===== config.mk =====
export PLATFORM = sky130hd
export DESIGN_NAME = mem_port_arbiter
export DESIGN_NICKNAME = d
export VERILOG_FILES = /design/src/rtl/arb_pkg.sv /design/src/rtl/arb_timeout_counter.sv /design/src/rtl/mem_port_arbiter.sv
export SDC_FILE = /design/constraint.sdc
export NUM_CORES = 1
export LEC_CHECK = 0
export CAP_MARGIN = 20
export CORE_AREA = 5 5 141 110
export CTS_CLUSTER_DIAMETER = 200
export DETAILED_ROUTE_END_ITERATION = 16
export DIE_AREA = 0 0 146 115
export HOLD_SLACK_MARGIN = 0.15
export PLACE_DENSITY = 0.87
export SYNTH_ARGS = -nofsm -noshare
export SYNTH_HDL_FRONTEND = slang
export SYNTH_SLANG_ARGS = --single-unit

===== constraint.sdc =====
create_clock -name SYS_clk -period 6.7 [get_ports SYS_clk]
set_input_delay 1.34 -clock SYS_clk [delete_from_list [all_inputs] [get_ports SYS_clk]]
set_output_delay 1.34 -clock SYS_clk [all_outputs]
set_load 0.02 [all_outputs]

===== src/rtl/arb_pkg.sv =====
// Shared encodings for the memory port arbiter: FSM states, memory access
// length codes and requester identifiers.
package arb_pkg;

    typedef enum logic [1:0] {
        ST_IDLE = 2'd0,
        ST_BUSY = 2'd1,
        ST_RESP = 2'd2
    } arb_state_t;

    // Length codes match the memory's own encoding, so they pass through as-is.
    typedef enum logic [1:0] {
        LEN_NONE = 2'b00,
        LEN_B    = 2'b01,
        LEN_H    = 2'b10,
        LEN_W    = 2'b11
    } mem_len_t;

    typedef enum logic {
        GNT_FETCH = 1'b0,
        GNT_DATA  = 1'b1
    } grant_t;

    localparam int CNT_W = 8;

endpackage


===== src/rtl/arb_timeout_counter.sv =====
// Saturating cycle counter used to bound how long an access may wait for
// mem_ack. 'expired' flags the last permitted BUSY cycle.
module arb_timeout_counter
    import arb_pkg::*;
#(
    parameter int TIMEOUT = 16
) (
    input  logic SYS_clk,
    input  logic SYS_reset_n,
    input  logic clear,
    input  logic enable,
    output logic expired
);

    localparam logic [CNT_W-1:0] LAST    = CNT_W'(TIMEOUT - 1);
    localparam logic [CNT_W-1:0] CNT_MAX = '1;

    logic [CNT_W-1:0] count;

    // Count BUSY cycles; clear on a new grant and stick at the maximum.
    // NOTE: sequential state uses non-blocking assignments so every register
    // samples the pre-edge values, independent of block evaluation order.
    always_ff @(posedge SYS_clk or negedge SYS_reset_n) begin
        if (!SYS_reset_n) begin
            count <= '0;
        end else if (clear) begin
            count <= '0;
        end else if (enable && (count != CNT_MAX)) begin
            count <= count + 1'b1;
        end
    end

    assign expired = (count == LAST);

endmodule


===== src/rtl/mem_port_arbiter.sv =====
// Round-robin arbiter sharing one single-port memory between instruction
// fetch and load/store. Each grant runs one req/ack transaction, ending in a
// one-cycle ready pulse to the granted requester (with access_err on timeout).
module mem_port_arbiter
    import arb_pkg::*;
#(
    parameter int ADDR_W      = 32,
    parameter int DATA_W      = 32,
    parameter int TIMEOUT     = 16,
    parameter int FETCH_FIRST = 0
) (
    input  logic              SYS_clk,
    input  logic              SYS_reset_n,
    input  logic              fetch_req,
    input  logic [ADDR_W-1:0] fetch_addr,
    output logic              fetch_ready,
    output logic [DATA_W-1:0] fetch_rdata,
    input  logic              data_req,
    input  logic              data_we,
    input  logic [1:0]        data_len,
    input  logic              data_signed,
    input  logic [ADDR_W-1:0] data_addr,
    input  logic [DATA_W-1:0] data_wdata,
    output logic              data_ready,
    output logic [DATA_W-1:0] data_rdata,
    output logic              mem_req,
    output logic              mem_we,
    output logic [1:0]        mem_len,
    output logic              mem_signed,
    output logic [ADDR_W-1:0] mem_addr,
    output logic [DATA_W-1:0] mem_wdata,
    input  logic              mem_ack,
    input  logic [DATA_W-1:0] mem_rdata,
    output logic              access_err,
    output logic              busy
);

    // Reset value chosen so the first simultaneous request goes the other way.
    localparam grant_t GNT_RESET = (FETCH_FIRST != 0) ? GNT_DATA : GNT_FETCH;

    arb_state_t        state, state_nxt;
    grant_t            last_grant, grant_nxt;
    logic              start;
    logic              done;
    logic [DATA_W-1:0] rsp_rdata;
    logic              rsp_err;
    logic              tmo_expired;

    arb_timeout_counter #(.TIMEOUT(TIMEOUT)) u_tmo (
        .SYS_clk    (SYS_clk),
        .SYS_reset_n(SYS_reset_n),
        .clear      (start),
        .enable     (state == ST_BUSY),
        .expired    (tmo_expired)
    );

    // State and grant registers.
    always_ff @(posedge SYS_clk or negedge SYS_reset_n) begin
        if (!SYS_reset_n) begin
            state      <= ST_IDLE;
            last_grant <= GNT_RESET;
        end else begin
            state      <= state_nxt;
            last_grant <= grant_nxt;
        end
    end

    // Next state, grant selection and completion result.
    // NOTE: every signal gets a default before the case so no path leaves it
    // unassigned, which would otherwise infer a latch.
    always_comb begin
        state_nxt = state;
        grant_nxt = last_grant;
        start     = 1'b0;
        done      = 1'b0;
        rsp_rdata = '0;
        rsp_err   = 1'b0;
        case (state)
            ST_IDLE: begin
                if (fetch_req || data_req) begin
                    start = 1'b1;
                    if (fetch_req && data_req) begin
                        grant_nxt = (last_grant == GNT_FETCH) ? GNT_DATA : GNT_FETCH;
                    end else if (data_req) begin
                        grant_nxt = GNT_DATA;
                    end else begin
                        grant_nxt = GNT_FETCH;
                    end
                    if ((grant_nxt == GNT_DATA) && (data_len == LEN_NONE)) begin
                        // Nothing to move: answer immediately with zero data.
                        state_nxt = ST_RESP;
                        done      = 1'b1;
                    end else begin
                        state_nxt = ST_BUSY;
                    end
                end
            end
            ST_BUSY: begin
                if (mem_ack) begin
                    state_nxt = ST_RESP;
                    done      = 1'b1;
                    rsp_rdata = mem_we ? '0 : mem_rdata;
                end else if (tmo_expired) begin
                    state_nxt = ST_RESP;
                    done      = 1'b1;
                    rsp_err   = 1'b1;
                end
            end
            ST_RESP: state_nxt = ST_IDLE;
            default: state_nxt = ST_IDLE;
        endcase
    end

    // Latch the granted request toward memory and deliver completions.
    always_ff @(posedge SYS_clk or negedge SYS_reset_n) begin
        if (!SYS_reset_n) begin
            mem_we      <= 1'b0;
            mem_len     <= LEN_NONE;
            mem_signed  <= 1'b0;
            mem_addr    <= '0;
            mem_wdata   <= '0;
            fetch_ready <= 1'b0;
            fetch_rdata <= '0;
            data_ready  <= 1'b0;
            data_rdata  <= '0;
            access_err  <= 1'b0;
        end else begin
            fetch_ready <= 1'b0;
            data_ready  <= 1'b0;
            access_err  <= 1'b0;
            if (start) begin
                if (grant_nxt == GNT_DATA) begin
                    mem_we     <= data_we;
                    mem_len    <= data_len;
                    mem_signed <= data_signed;
                    mem_addr   <= data_addr;
                    mem_wdata  <= data_wdata;
                end else begin
                    mem_we     <= 1'b0;
                    mem_len    <= LEN_W;
                    mem_signed <= 1'b0;
                    mem_addr   <= fetch_addr;
                    mem_wdata  <= '0;
                end
            end
            if (done) begin
                access_err <= rsp_err;
                if (grant_nxt == GNT_DATA) begin
                    data_ready <= 1'b1;
                    data_rdata <= rsp_rdata;
                end else begin
                    fetch_ready <= 1'b1;
                    fetch_rdata <= rsp_rdata;
                end
            end
        end
    end

    assign mem_req = (state == ST_BUSY);
    assign busy    = (state != ST_IDLE);

endmodule


==> impl_metrics.json, run 1 <==
{
  "outcome": "finished, final reports clean",
  "grt_max_degree": 140,
  "ios": 274,
  "ys_warn_count": 0,
  "async_flop_share_pct": 100.0,
  "die_area_um2": 16790,
  "io_buffers": 273,
  "drv_slew": 0,
  "post_cts_resize_count": 0,
  "rsz0062_at_grt": "false",
  "cts_hold_buf": 0,
  "arrival_ns": 4.47,
  "die_h_um": 115,
  "cap_viol_max_count": 0,
  "synth_edf_count": 0,
  "yosysTopAreaCell": "dfrtp_1",
  "dpl.hpwl_um": 12280,
  "cts_buffer_depth": 2,
  "routedWlPerCell_um": 17.08,
  "cts_made_buffers": 17,
  "tightest_slew_ns": 0.9428,
  "synth.avg_cell_area_um2": 11.45,
  "drc": 0,
  "end_kind": "flip-flop",
  "rows": 38,
  "ys_seq_area_share_pct": 59.42,
  "synth_top_area_share_pct": 59.42,
  "track_usage_pct": 20.35,
  "power.internal_mw": 3.034,
  "nNetsFinal": 942,
  "crit_fanout": 36,
  "ys.flop_type": "dfrtp_1",
  "post-route-min-period_ns": 4.194,
  "drt-initial-drc-count": 219,
  "antenna_cells": 0,
  "maxSlewHeadroom_pct": 37.14,
  "overflow": 0,
  "leakagePower_nw": 4.369,
  "clock_latency_ns": 0.40,
  "setup_viol": 0,
  "crit_required_ns": 6.98,
  "cts_setup_buffers": 0,
  "hold_violations": 0,
  "start_util_pct": 43.84,
  "power_density_nw_per_um2": 506.2,
  "peakVddDrop_mv": 0.2704,
  "synth_top_cells_by_area": "dfrtp_1 (59%), mux2_2 (12%), nand2_1 (6.7%)",
  "p_switching_mw": 1.858,
  "comb_power_share_pct": 49.4,
  "cts_tree": "yes",
  "totalWireLength_um": 17030,
  "syn_to_final_growth_pct": 57.20,
  "finalSetupTns_ns": 0,
  "ant_nets": 0,
  "clock-sinks": 146,
  "fin_crit_sh_pct": 62.60,
  "clockPowerShare_pct": 19.7,
  "core_um2": 14030,
  "antenna_found_initial": 0,
  "netlist_area_um2": 6148,
  "viasPerCell": 4.897,
  "grt_pass1_vias": 5186,
  "clkTransAtPathRegs_ns": 0.06,
  "layout-drive-gt1-share_pct": 13.22,
  "pwr-share-seq_pct": 30.9,
  "fill_cells": 1046,
  "ys_seq_elements": 146,
  "swShare_pct": 37.98,
  "vias": 4882,
  "fin_skew_ns": 0.009666,
  "critPathKind": "in -> reg",
  "syn_nets": 675,
  "fp.dieW_um": 146,
  "synth_common_cells": "dfrtp_1 (146), nand2_1 (109), o21ai_0 (71)",
  "htree_num_levels": 4,
  "post-route-util_pct": 68.91,
  "dr.pass1.iters": 4,
  "max_freq_mhz": 238.4,
  "worst_hold_path_type": "reg -> reg",
  "startpoint_type": "primary input",
  "synth_cells": 537,
  "place.gp.congestion": 0.8296,
  "cts_root_buffer": "clkbuf_16",
  "yosysMostFrequentCell": "dfrtp_1",
  "grt_pass1_wl_um": 26980,
  "ys_types": 35
}
[area by class of cell]
cell class	instances	area (um2)	share of cell area, %
clock buffers	20	456.7	4.725
clock inverters	12	155.1	1.605
inverters	6	25.02	0.2589
multi-input cells	353	2344	24.25
flip-flops and latches	146	3654	37.80
well taps	180	225.2	2.330
repair buffers	280	2806	29.04
[power groups by stage]
stage                     clock [mW]  sequential, mW  combinational, mW
after floorplan                    0            1.98              0.817
after global placement             0            1.50               2.37
after detailed placement           0            1.52               2.41
after CTS                      0.984            1.52               2.43
after global routing            1.03            1.56               2.58
final                          0.962            1.51               2.42
[cells in the final DEF (no fill, tap or decap), drive strengths merged, types with 8 or more instances in the layout]
master and n:
buf 8, mux2i 36, o21ai 71, mux2 64, and2 32, dfrtp 146
nand2 109, clkdlybuf4s50 272, nor2 11, clkbuf 20
[worst max-delay path: stages]
cell	delay (ns)
clkdlybuf4s50_1	0.59
or3b_1	0.40
a22oi_2	0.18
buf_4	0.53
inv_4	0.30
nor3_4	0.26
buf_4	0.40
mux2_2	0.39
[per-layer routing]
layer | up-vias | wire (um) | track usage, %
met2 | 202 | 8298 | 34.69
met4 | 0 | 186 | 5.201
li1 | 2359 | - | -
met1 | 2306 | 6973 | 24.37
met3 | 15 | 1574 | 8.353
met5 | - | 0 | 0
[kinds of logic after synthesis]
| kind of cell | after synthesis | synth area share (%) |
|---|---|---|
| AOI/OAI and AO/OA | 79 | 6.736 |
| xor gates and xnor gates | 3 | 0.4274 |
| adders and majority gates | 1 | 0.2035 |
| buffers and inverters | 38 | 2.910 |
| DFF | 146 | 59.42 |
| muxes | 100 | 17.58 |
| and+or+nand+nor | 170 | 12.72 |
[through the flow]
stage          worst slack (ns)  cells  hold slack, ns  power, mW  instance area, um2
3_5_place_dp              2.093    964          0.4688      3.937                9026
3_3_place_gp              2.168    964          0.4605      3.874                9026
2_1_floorplan             3.656    537          0.4595      2.796                6148
5_1_grt                   2.372    997          0.5033      5.174                9666
6_report                  2.506    997          0.4718      4.892                9666
4_1_cts                   2.523    996          0.4823      4.924                9638
[flip-flops by register name, indices dropped and copies added (netlist names)]
name / count
access_err: 1
data_rdata: 32
data_ready: 1
fetch_rdata: 32
fetch_ready: 1
last_grant: 1
mem_addr: 32
mem_len: 2
mem_signed: 1
mem_wdata: 32
mem_we: 1
state: 2
u_tmo.count: 8
[worst paths after layout]
check                             endpoint  slack (ns)  cells past startpoint    startpoint
setup / recovery           fetch_rdata[13]        2.51                      8     fetch_req
max in group asynchronous   data_rdata[18]        4.35                      2   SYS_reset_n
setup reg to reg           fetch_rdata[13]        3.56                      7      state[0]
min in group asynchronous   fetch_rdata[3]        0.95                      1   SYS_reset_n
hold / removal                mem_addr[30]        0.47                      2  mem_addr[30]
hold reg to reg               mem_addr[30]        0.47                      2  mem_addr[30]
Note: power is estimated with default switching activity, not from simulation.
==> run 2: changes to the inputs <==
--- a/config.mk
+++ b/config.mk
@@ -6,12 +6,12 @@
 export NUM_CORES = 1
 export LEC_CHECK = 0
 export CAP_MARGIN = 20
-export CORE_AREA = 5 5 141 110
+export CORE_AREA = 5 5 153 119
 export CTS_CLUSTER_DIAMETER = 200
 export DETAILED_ROUTE_END_ITERATION = 16
-export DIE_AREA = 0 0 146 115
+export DIE_AREA = 0 0 158 124
 export HOLD_SLACK_MARGIN = 0.15
-export PLACE_DENSITY = 0.87
+export PLACE_DENSITY = 0.79
 export SYNTH_ARGS = -nofsm -noshare
 export SYNTH_HDL_FRONTEND = slang
 export SYNTH_SLANG_ARGS = --single-unit
==> constraint.sdc (replaced) <==
create_clock -name SYS_clk -period 3.85 [get_ports SYS_clk]
set_input_delay 0.77 -clock SYS_clk [delete_from_list [all_inputs] [get_ports SYS_clk]]
set_output_delay 0.77 -clock SYS_clk [all_outputs]
set_load 0.02 [all_outputs]
==> impl_metrics.json, run 2 (same netlist as run 1, synthesis figures left out) <==
{
  "outcome": "finished, final reports clean",
  "dpl.hpwl_um": 12400,
  "tightest_slew_ns": 0.7418,
  "cts_setup_buffers": 0,
  "cts_tree": "yes",
  "nNetsFinal": 943,
  "overflow": 0,
  "cts_buffer_depth": 2,
  "ff2ff_setup_slack_ns": 1.35,
  "peakVddDrop_mv": 0.4566,
  "startpoint_type": "primary input",
  "leakagePower_nw": 4.407,
  "grt_pass1_vias": 5048,
  "fin_skew_ns": 0.008752,
  "antenna_found_initial": 0,
  "hold_slack_ns": 0.3627,
  "die_h_um": 124,
  "setup_viol": 0,
  "cts_hold_buf": 0,
  "grt_max_degree": 76,
  "io_buffers": 273,
  "start_util_pct": 37.34,
  "routedWlPerCell_um": 16.46,
  "ant_nets": 0,
  "drc": 0,
  "die_area_um2": 19590,
  "rows": 41,
  "rsz0062_at_grt": "false",
  "critPathKind": "in -> reg",
  "totalWireLength_um": 17010,
  "post_cts_resize_count": 0,
  "mostFrequentLayoutCell": "clkdlybuf4s50_1",
  "clock-sinks": 146,
  "arrival_ns": 3.27,
  "maxSlewHeadroom_pct": 50.36,
  "core_um2": 16470,
  "syn_to_final_growth_pct": 59.20,
  "crit_top_cell": "buf_4",
  "design_area_um2": 9788,
  "crit_fanout": 35,
  "grt_pass1_wl_um": 26460,
  "post-place-ws_ns": 0.4271,
  "post-route-util_pct": 59.44,
  "final_cell_mix": "clkdlybuf4s50_1 (272), dfrtp_1 (146), nand2_1 (109), o21ai_0 (70), mux2_2 (63)",
  "ios": 274,
  "postPlaceCellArea_um2": 9123,
  "crit_required_ns": 4.15,
  "end_kind": "flip-flop",
  "crit_chain": "clkdlybuf4s50_1 > or3b_1 > a22oi_2 > buf_4 > nor3_4 > buf_4 > mux2_2",
  "antenna_cells": 0,
  "cts_made_buffers": 17,
  "drt-initial-drc-count": 193,
  "placed_cells": 1001,
  "cap_viol_max_count": 0,
  "hold_violations": 0,
  "vias": 4841,
  "max_freq_mhz": 336.5,
  "fin_crit_sh_pct": 77.19,
  "finalSetupTns_ns": 0,
  "finalPower_mw": 8.661,
  "worst_hold_path_type": "in -> async",
  "drv_slew": 0,
  "place.gp.congestion": 0.7523,
  "viasPerCell": 4.686,
  "dr.pass1.iters": 4,
  "layout-drive-gt1-share_pct": 13.45,
  "cpMaxStageDelayCell": "clkdlybuf4s50_1",
  "cts_root_buffer": "clkbuf_16",
  "track_usage_pct": 17.47,
  "slowest_delay_ns": 0.58,
  "power_density_nw_per_um2": 884.9,
  "fp.dieW_um": 158,
  "worst_slack_ns": 0.8780,
  "post-route-min-period_ns": 2.972,
  "clock_latency_ns": 0.42,
  "htree_num_levels": 4,
  "clkTransAtPathRegs_ns": 0.06,
  "fin_cells": 1033
}
==> run 2: path summary, 6_finish.rpt <==
kind	cells after the start	start	to
worst max-delay path	7	fetch_req	data_rdata[16]
worst min-delay path	1	SYS_reset_n	mem_we
worst max register to register	6	state[0]	data_rdata[16]
worst min register to register	2	mem_addr[16]	mem_addr[16]
max in group asynchronous	2	SYS_reset_n	mem_addr[14]
min in group SYS_clk	2	mem_addr[16]	mem_addr[16]
==> run 2: critical path: cells and delay by family <==
| family | cells | cell delay [ns] |
|---|---|---|
| AOI/OAI and AO/OA | 1 | 0.26 |
| buffers and inverters | 3 | 1.42 |
| muxes | 1 | 0.33 |
| and+or+nand+nor | 2 | 0.47 |
==> run 2: report_power, final <==
part           leakage (nW)  internal, mW  total [mW]  switching, mW
sequential             1.93          2.24        2.62          0.385
clock                 0.323          1.18        1.85          0.673
combinational          2.15          2.00        4.19           2.19
==> run 2: layout make-up <==
type	instances	area [um2]
Multi-Input combinational cell	353	2344
Tap cell	215	269.0
Sequential cell	146	3654
Clock buffer	18	439.2
Fill cell	1391	6679
Inverter	6	25.02
Clock inverter	14	226.5
Timing Repair Buffer	281	2831
==> run 2: layer usage <==
metal | global-route usage [%] | up-vias | share of wire [%] | wire (um)
li1 | - | 2353 | - | -
met1 | 20.97 | 2302 | 41 | 6893
met2 | 28.75 | 162 | 49 | 8269
met3 | 6.947 | 24 | 9.2 | 1557
met4 | 6.127 | 0 | 1.7 | 287
met5 | 0 | - | 0 | 0
==> run 3: changes to the inputs <==
--- a/config.mk
+++ b/config.mk
@@ -6,12 +6,12 @@
 export NUM_CORES = 1
 export LEC_CHECK = 0
 export CAP_MARGIN = 20
-export CORE_AREA = 5 5 153 119
+export CORE_AREA = 5 5 146 113
 export CTS_CLUSTER_DIAMETER = 200
 export DETAILED_ROUTE_END_ITERATION = 16
-export DIE_AREA = 0 0 158 124
+export DIE_AREA = 0 0 151 118
 export HOLD_SLACK_MARGIN = 0.15
-export PLACE_DENSITY = 0.79
+export PLACE_DENSITY = 0.83
 export SYNTH_ARGS = -nofsm -noshare
 export SYNTH_HDL_FRONTEND = slang
 export SYNTH_SLANG_ARGS = --single-unit
==> constraint.sdc (replaced) <==
create_clock -name SYS_clk -period 2.9 [get_ports SYS_clk]
set_input_delay 0.58 -clock SYS_clk [delete_from_list [all_inputs] [get_ports SYS_clk]]
set_output_delay 0.58 -clock SYS_clk [all_outputs]
set_load 0.02 [all_outputs]
==> impl_metrics.json, run 3 (same netlist as run 1, synthesis figures left out) <==
{
  "hold_slack_ns": 0.4748,
  "die_area_um2": 17820,
  "finalSetupTns_ns": 0,
  "layout-drive-gt1-share_pct": 13.73,
  "setup_viol": 0,
  "rows": 39,
  "syn_to_final_growth_pct": 59.08,
  "io_buffers": 273,
  "cts_buffer_depth": 2,
  "worst-path-buf-inv": 2,
  "start_util_pct": 41.18,
  "ant_nets": 0,
  "die_h_um": 118,
  "cts_root_buffer": "clkbuf_16",
  "dr.pass1.iters": 4,
  "totalWireLength_um": 17240,
  "worst_hold_path_type": "reg -> reg",
  "peakVddDrop_mv": 0.7803,
  "dpl.hpwl_um": 12770,
  "place.gp.congestion": 0.7969,
  "drc": 0,
  "startpoint_type": "flip-flop",
  "mostFrequentLayoutCell": "clkdlybuf4s50_1",
  "max_freq_mhz": 408.6,
  "viasPerCell": 4.761,
  "fp.dieW_um": 151,
  "fill_cells": 1130,
  "worst_slack_ns": 0.4525,
  "final_cell_mix": "clkdlybuf4s50_1 (272), dfrtp_1 (146), nand2_1 (109), o21ai_0 (70), mux2_2 (63)",
  "drv_slew": 0,
  "nNetsFinal": 949,
  "finalPower_mw": 11.38,
  "grt_max_degree": 93,
  "antenna_cells": 0,
  "cpMaxStageDelayCell": "clkdlybuf4s50_1",
  "path_delay_family": "buffers and inverters",
  "leakagePower_nw": 4.408,
  "slowest_delay_ns": 0.56,
  "post-route-min-period_ns": 2.447,
  "track_usage_pct": 19.45,
  "cap_viol_max_count": 0,
  "crit_fanout": 7,
  "clock_latency_ns": 0.41,
  "overflow": 0,
  "htree_num_levels": 4,
  "fin_skew_ns": 0.007486,
  "critPathKind": "reg -> out",
  "power_density_nw_per_um2": 1163,
  "routedWlPerCell_um": 16.77,
  "grt_pass1_wl_um": 27100,
  "crit_chain": "nor2_1 > inv_1 > clkdlybuf4s50_1",
  "grt_pass1_vias": 5102,
  "fin_crit_sh_pct": 84.39,
  "hold_violations": 0,
  "post-place-ws_ns": 0.1631,
  "drt-initial-drc-count": 192,
  "postPlaceCellArea_um2": 9173,
  "core_um2": 14930,
  "cts_made_buffers": 17,
  "rsz0062_at_grt": "false",
  "design_area_um2": 9781,
  "outcome": "finished, final reports clean",
  "crit_required_ns": 2.32,
  "cts_tree": "yes",
  "ios": 274,
  "end_kind": "primary output",
  "clock-sinks": 146,
  "tightest_slew_ns": 0.5782,
  "vias": 4894,
  "clkTransAtPathRegs_ns": 0.06,
  "maxSlewHeadroom_pct": 60.46,
  "antenna_found_initial": 0,
  "arrival_ns": 1.87
}
-- run 3: cell types whose count changed in the layout (fill, tap and decap cells not counted), moves of 2 or more --
cell,change
buf_12,+2
buf_4,+3
bufinv_16,-2
clkinv_2,+2
-- run 3: worst min-delay path, cell delays in order (launching register included) --
cell and delay (ns):
dfrtp_1 0.34, nand2_1 0.04, o21ai_0 0.06
-- run 3: path summary, 6_finish.rpt --
check | from | cells after the start | endpoint | slack, ns
min in group asynchronous | SYS_reset_n | 2 | fetch_rdata[3] | 0.67
max | state[0] | 3 | busy | 0.45
min | mem_addr[21] | 2 | mem_addr[21] | 0.47
max reg2reg | state[0] | 7 | mem_addr[4] | 0.76
max in group asynchronous | SYS_reset_n | 3 | mem_wdata[22] | 1.42
min reg2reg | mem_addr[21] | 2 | mem_addr[21] | 0.47
-- run 3: layout make-up --
cell class | instances | area [um2] | area share, %
Timing Repair Buffer | 287 | 2904 | 29.69
Tap cell | 205 | 256.5 | 2.622
Sequential cell | 146 | 3654 | 37.35
Inverter | 6 | 25.02 | 0.2559
Multi-Input combinational cell | 353 | 2344 | 23.96
Clock buffer | 19 | 442.9 | 4.529
Clock inverter | 12 | 155.1 | 1.586
-- run 3: layer usage --
| layer | vias to the layer above | wire, um | GRT usage (%) |
|---|---|---|---|
| li1 | 2373 | - | - |
| met1 | 2309 | 6712 | 22.11 |
| met2 | 195 | 8310 | 33.01 |
| met3 | 17 | 2014 | 8.661 |
| met4 | 0 | 206 | 5.436 |
| met5 | - | 0 | 0 |
-- run 3: report_power, final --
part | total [mW] | switching (mW) | internal [mW]
Sequential | 3.48 | 0.506 | 2.97
Clock | 2.21 | 0.837 | 1.37
Combinational | 5.69 | 2.96 | 2.73
-- run 3: timing repair --
item,4_1_cts,5_1_grt
endpoints found under the hold margin,45,0
setup buffers,0,0
gates resized for setup,0,0
hold buffers,1,0
-- run 3: per-stage QoR --
stage	cells	util [%]
5_1_grt	1028	65.50
6_report	1028	65.50
4_1_cts	1028	65.50
3_5_place_dp	996	61.43
3_3_place_gp	996	61.43
2_1_floorplan	537	-
